`src/rtl/pulse_width_monitor.sv`:
```
// rtl/pulse_width_monitor.sv - synchronizes a level, detects edges and measures high/low interval widths
module pulse_width_monitor #(
  parameter int CNT_W       = 16,
  parameter int EDGE_CNT_W  = 8,
  parameter int SYNC_STAGES = 2
) (
  input  logic                  clk,
  input  logic                  rst,
  input  logic                  D,
  input  logic                  clr,
  output logic                  Q,
  output logic                  rise,
  output logic                  fall,
  output logic [CNT_W-1:0]      high_width,
  output logic [CNT_W-1:0]      low_width,
  output logic                  width_valid,
  output logic [EDGE_CNT_W-1:0] edge_count,
  output logic                  ovf
);

  typedef enum logic [1:0] {IDLE, HIGH, LOW} state_t;

  logic [SYNC_STAGES-1:0] sync;
  logic                   q_d;
  state_t                 state;
  state_t                 state_next;
  logic                   cap_high;
  logic                   cap_low;
  logic [CNT_W-1:0]       run_cnt;
  logic                   edge_seen;
  logic                   counting;

  // clr deliberately leaves the synchronizer alone so edges keep pulsing
  always_ff @(posedge clk) begin
    if (rst) begin
      sync <= '0;
      q_d  <= 1'b0;
    end else begin
      sync <= {sync[SYNC_STAGES-2:0], D};
      q_d  <= sync[SYNC_STAGES-1];
    end
  end

  assign Q         = sync[SYNC_STAGES-1];
  assign rise      = Q & ~q_d;
  assign fall      = ~Q & q_d;
  assign edge_seen = rise | fall;
  assign counting  = (state != IDLE);

  always_comb begin
    state_next = state;
    cap_high   = 1'b0;
    cap_low    = 1'b0;
    case (state)
      IDLE: begin
        if (rise)      state_next = HIGH;
        else if (fall) state_next = LOW;
      end
      HIGH: begin
        if (fall) begin
          cap_high   = 1'b1;
          state_next = LOW;
        end
      end
      LOW: begin
        if (rise) begin
          cap_low    = 1'b1;
          state_next = HIGH;
        end
      end
      default: state_next = IDLE;
    endcase
    // a clear that lands on an edge discards that edge entirely
    if (clr) begin
      state_next = IDLE;
      cap_high   = 1'b0;
      cap_low    = 1'b0;
    end
  end

  always_ff @(posedge clk) begin
    if (rst || clr) begin
      state       <= IDLE;
      run_cnt     <= '0;
      high_width  <= '0;
      low_width   <= '0;
      width_valid <= 1'b0;
      edge_count  <= '0;
      ovf         <= 1'b0;
    end else begin
      state       <= state_next;
      width_valid <= cap_high | cap_low;
      if (cap_high) high_width <= run_cnt;
      if (cap_low)  low_width  <= run_cnt;
      if (edge_seen) begin
        run_cnt <= CNT_W'(1);
      end else if (counting) begin
        if (&run_cnt) ovf <= 1'b1;
        else          run_cnt <= run_cnt + CNT_W'(1);
      end
      if (edge_seen && !(&edge_count))
        edge_count <= edge_count + EDGE_CNT_W'(1);
    end
  end

endmodule
```
`config.mk`:
```
export PLATFORM = sky130hd
export DESIGN_NAME = pulse_width_monitor
export DESIGN_NICKNAME = d
export VERILOG_FILES = /design/src/rtl/pulse_width_monitor.sv
export SDC_FILE = /design/constraint.sdc
export NUM_CORES = 1
export LEC_CHECK = 0
export ABC_CLOCK_PERIOD_IN_PS = 4570
export BUFFER_PORTS_ARGS = -buffer_cell sky130_fd_sc_hd__buf_2
export CAP_MARGIN = 10
export CORE_MARGIN = 2
export CORE_UTILIZATION = 55
export DETAILED_ROUTE_END_ITERATION = 10
export HOLD_SLACK_MARGIN = 0.1
export PLACE_DENSITY = 0.85
export RECOVER_POWER = 25
export SLEW_MARGIN = 0
export SYNTH_ARGS = -nofsm -noshare
export SYNTH_HDL_FRONTEND = slang
export SYNTH_SLANG_ARGS = --single-unit
export TNS_END_PERCENT = 5
```
`constraint.sdc`:
```
create_clock -name clk -period 4.57 [get_ports clk]
set_input_delay 0.2285 -clock clk [delete_from_list [all_inputs] [get_ports clk]]
set_output_delay 0.2285 -clock clk [all_outputs]
set_load 0.02 [all_outputs]
```
# Yosys cells after proc, flatten, opt, wreduce, memory -nomap -nowiden
# Cells that the tools add are included.
[totals]
in_bits = 4
reg_bits = 63
out_inout_bits = 45
word_cells = 50
[classes]
mux = 13
n_addsub = 2
reduce_logical = 13
bitwise_logic = 8
eq_ne = 4
[op_table]
columns = ["operator", "count"]
rows = [
  ["$reduce_and 18->1", 1],
  ["$add 16x1->16 const B", 1],
  ["$reduce_and 16->1", 1],
  ["$mux 1", 9],
  ["$add 8x1->8 const B", 1],
  ["$reduce_and 8->1", 1],
  ["$mux 2", 3],
  ["$pmux 2 s3", 1],
  ["$ne 2x2->1 const B", 2],
  ["$not 1->1", 4],
  ["$reduce_and 2->1", 2],
  ["$reduce_bool 2->1", 2],
  ["$reduce_or 2->1", 2],
  ["$and 1x1->1", 2],
  ["$eq 2x1->1 const B", 1],
  ["$eq 2x2->1 const B", 1],
  ["$logic_not 2->1", 1],
  ["$or 1x1->1", 2],
  ["$logic_and 1x1->1", 1],
  ["$logic_not 1->1", 1],
  ["$logic_or 1x1->1", 1],
]

# Logic depth before layout (Yosys ltp)
[logic_depth]
depth_word = 6
mapped_depth = 8
ltp_nobuf = 6

# Worst setup path after synthesis
# OpenSTA, ideal clock, no wires.
[synth_timing]
path_type = "flip-flop to flip-flop"
startpoint = "register sync[1]"
endpoint = "register run_cnt[9]"
path_slack_ns = 2.532
setup_time_ns = 0.074
arrival_time_ns = 1.964
period_less_slack_ns = 2.038
n_path_buf = 1
required_ns = 4.496
path_stages_with_launch = 7
path_cell_list = "dfxtp_1 -> inv_1 -> ha_1 -> buf_2 -> or3b_1 -> or4_1 -> o21ai_0"
[synth_between]
elab_chain_cells = 4
elab_cells_between_ends = 5
cone_classes = "bitwise: 4; reduce/logical: 1"
[synth_lines]
columns = ["item", "line_no", "source"]
rows = [
  ["start, declared", "23", "logic [SYNC_STAGES-1:0] sync;"],
  ["start signal, assigned", "39", "sync <= {sync[SYNC_STAGES-2:0], D};"],
  ["$not 1->1", "46", "assign fall = ~Q & q_d;"],
  ["$and 1x1->1", "46", ""],
  ["$or 1x1->1 *", "47", "assign edge_seen = rise | fall;"],
  ["$reduce_or 2->1 (no source line) *", "n/a", ""],
  ["end signal, assigned", "99", "else run_cnt <= run_cnt + CNT_W'(1);"],
  ["end, declared", "29", "logic [CNT_W-1:0] run_cnt;"],
]
# Mark *: on every way between the ends. The rest lies on a longest branch, timed or not.
# A chain may end at the register's enable or synchronous reset.

# Final worst setup path
[layout_timing]
startpoint = "input port rst"
endpoint = "register run_cnt[15]"
[layout_between]
elab_chain_cells = 2
[layout_lines]
columns = ["item", "line_no", "source"]
rows = [
  ["start, declared", "8", "input logic rst,"],
  ["$logic_or 1x1->1", "82", "if (rst || clr) begin"],
  ["$reduce_or 2->1 (no source line)", "n/a", ""],
]
# Every way passes these cells.

==> results by stage <==
Outcome:
- The run finished with clean final reports.

Global routing:
- The global-route wire length before repair is 9729 um.
- The total congestion overflow is 0.
- The overall track demand over capacity in global routing is between 20% and 30%.
- Entering global routing, the biggest net connects 42 pins.
- The via count of the first global-routing pass was 2184.
- The number of antenna violations at the first check in global routing is 0.

Worst setup path:
- The maximum fanout count along the critical path is 41.
- The data required time at the worst endpoint is approximately 4.8 ns.
- The maximum single-stage delay on the critical path is between 0.6 and 0.7 ns.
- Traced cell by cell, the critical path runs through dlygate4sd3_1, clkbuf_1, or2_2, nor2_1, o311ai_0, o41ai_1.
- The kind of capture point of the worst setup path is a flip-flop.
- The setup path with the least slack is of type input pin to flip-flop.
- The standard cell with the maximum stage delay on the critical path is sky130_fd_sc_hd__nor2_1.
- STA classifies the critical path startpoint as an input pin.
- Data on the critical path arrives at its endpoint at 2.55 ns.

Layout:
- Counting the fill cells in the layout gives between 400 and 500.
- The area taken by multi-input logic gates is between 0.001 and 0.0015 sq mm.
- In the final layout, the share of cells above drive strength 1 is 13.28%.
- The top cell types in the final layout, fill and taps aside, are sky130_fd_sc_hd__nand2_1, sky130_fd_sc_hd__dfxtp_1, sky130_fd_sc_hd__a21oi_1, sky130_fd_sc_hd__clkbuf_1, sky130_fd_sc_hd__buf_2.
- The library cell used most frequently in the layout, excluding fill and tap cells, is sky130_fd_sc_hd__nand2_1.
- The number of antenna cells inserted is 0.
- At the end of the flow, the number of nets in the layout was ~380.
- Compared with the post-synthesis result, the final layout area differs by 16.43%.
- Summing all flip-flop and latch instances after layout gives 0.001261 sq mm.
- Measured on the finished design, the core utilization comes to between 60% and 70%.

Yosys:
- By area the synthesized netlist is led by sky130_fd_sc_hd__dfxtp_1, sky130_fd_sc_hd__nand2_1, sky130_fd_sc_hd__a21oi_1, sky130_fd_sc_hd__ha_1, sky130_fd_sc_hd__nor2_1.
- The synthesized design spends more area on one cell type than any other, namely sky130_fd_sc_hd__dfxtp_1.
- The post-synthesis sequential area ratio is 47.19%.
- In this run, synthesis produced a sequential element count of 63.
- The net count of the mapped netlist is around 330.
- The average instance area after synthesis is 8.274 sq um.
- In this run the cell area of the synthesized design comes to 0.002673 sq mm.
- The total number of yosys warnings is 0.
- The post-synthesis cell count is 323.
- The number of unique standard cell types used by synthesis is 45.
- The top-area cell type share of the netlist area is around 47%.

Route:
- After detailed routing, the average wire length per cell comes to 14.21 um.
- After detailed routing, the number of vias per cell comes to 5.759.
- The number of routed nets with antenna violations is 0.
- For this run, the detailed router's first-pass iteration total came to 4.
- The total vias in the final route is 2436.
- In this run, the number of DRC markers left after iteration 0 of detailed routing was ~170.
- In the routed design, unresolved DRC markers number 0.
- The routed wire length is 6011 um.

Timing:
- The transition time at the pin with the least slew margin is approximately 1 ns.
- Setup repair after global routing left no endpoint under its margin.
- Of the available clock period, the critical path in the final layout requires 50.82%.
- The final clock skew is approximately 0.0045 ns.
- Headroom to the max-slew limit came out at 32.84%.
- The total negative setup slack is 0 ns.
- The total of endpoints with negative setup slack in the final report is 0.
- The maximum achievable frequency is 0.4306 GHz.
- The number of slew-limit violations in the final report came to 0.
- The worst path needs 2.322 ns of the cycle, external delays included.
- The final count of hold timing violations was 0.

Clock network:
- The clock latency on the worst-skew pair is ~0.34 ns.
- TritonCTS built the clock tree.
- The clock-pin slew of the registers on the worst-case setup and hold paths is around 0.070 ns.
- Clock tree synthesis found a total of 63 sinks.
- The CTS root buffer is sky130_fd_sc_hd__clkbuf_8.
- The longest clock path from root to sink contains 2 buffers.
- The level count of the clock H-tree is 3.
- Clock tree synthesis inserted a total of 9 buffers.
- The buffers inserted during post-CTS setup optimization is 0.
- The number of gates resized after cts is 0.

Floorplan:
- The core region is 0.004692 sq mm.
- Measured along the y axis, the die boundary spans 73.71 um.
- During I/O placement, the number of pins put on the boundary was 49.
- The floorplan row count is 25.
- The die is 73.71 um wide.
- The effective utilization at floorplan is 56.96%.
- The die covers 0.005433 sq mm.

Pwr:
- Dividing total power by cell area gives a power density of 364.4 mW/mm^2.
- The analysis attributes to cell leakage a power of 1.120 nW.
- IR analysis of the VDD net gives a maximum drop of 0.2040 mV.

Min path:
- The path class of the tightest hold or removal check is input pin to flip-flop.

Placement:
- Detailed placement finished with a half-perimeter wire length of 3948 um.
- The weighted congestion reported at the end of routability-driven placement is approximately 0.77.
- The number of I/O port buffers is 48.

Job:
- The tool flagged a number of max-cap violations equal to 0.
metrics by stage:
step	cell area [sq um]	total power [mW]	cells	hold WS, ns	worst slack (ns)
6_report	3112	1.134	423	0.2270	2.248
3_5_place_dp	2893	0.5926	406	0.4414	2.358
2_1_floorplan	2673	0.5858	323	0.2952	2.532
4_1_cts	3143	1.143	423	0.2190	2.302
5_1_grt	3112	1.171	423	0.2715	2.113
3_3_place_gp	2893	0.5918	406	0.4223	2.446
area by class of cell:
cell class / count / area share, %
Multi-Input combinational cell: 233 / 41.58
Sequential cell: 63 / 40.53
Timing Repair Buffer: 50 / 7.358
Clock buffer: 12 / 5.308
Tap cell: 54 / 2.171
Clock inverter: 3 / 2.091
Inverter: 8 / 0.9650
critical path, delay by kind of cell:
family                 cells  cell delay (ns)
buffers and inverters      2             0.68
AO/OA/AOI/OAI              2             0.39
AND/OR/NAND/NOR            2             1.23
logic make-up (layout without fill, tap and decap cells):
kind of cell	Yosys count	in the layout	synth area share [%]
and+or+nand+nor	138	138	24.34
AOI/OAI and AO/OA	84	84	19.52
DFF	63	63	47.19
buffers and inverters	27	73	4.401
adders and majority gates	6	6	2.809
xor gates and xnor gates	3	3	0.9833
muxes	2	2	0.7491
layer usage:
metal	track usage, %	vias to the layer above	routed length [um]
li1	-	1220	-
met1	28.08	1128	2817
met5	0	-	0
met3	7.270	8	328
met4	6.869	0	57
met2	38.99	80	2808
power by group:
| part | internal [mW] | switching [mW] | total [mW] |
|---|---|---|---|
| registers | 0.551 | 0.00301 | 0.554 |
| logic | 0.00837 | 0.0194 | 0.0277 |
| clock network | 0.348 | 0.204 | 0.552 |
Yosys cell counts, drive strengths merged:
cell,number
nor3,4
nand4b,1
and3,7
dfxtp,63
o311ai,3
nand3b,1
or3b,1
nor4,2
or2,4
o22ai,1
o21ai,10
or4,3
a31oi,6
o41ai,3
and3b,1
a21oi,43
o31ai,2
o211ai,1
nand3,7
inv,8
nor2b,3
xnor2,3
nand2,79
a41oi,4
a2111o,1
nor2,16
or3,2
clkbuf,11
mux2i,2
o21a,2
a211oi,4
a211o,1
o211a,2
buf,8
ha,6
and4,2
a2111oi,1
nand4,5
final timing paths:
check	slack, ns	start	end	cells after the start
setup / recovery	2.25	rst	run_cnt[15]	6
hold / removal	0.23	clr	ovf	3
setup reg to reg	2.32	sync[1]	run_cnt[9]	5
hold reg to reg	0.45	low_width[13]	low_width[13]	2
what timing repair did:
item / CTS / global route
hold endpoints to repair: 2 / 0
hold buffers: 2 / 0
endpoints found under the setup margin: 0 / 0
state kept, by name, indices dropped and copies added (netlist names):
name,count
edge_count,8
high_width,16
low_width,16
ovf,1
q_d,1
run_cnt,16
state,2
sync,2
width_valid,1
No activity file was read; power rests on OpenSTA's default activity.
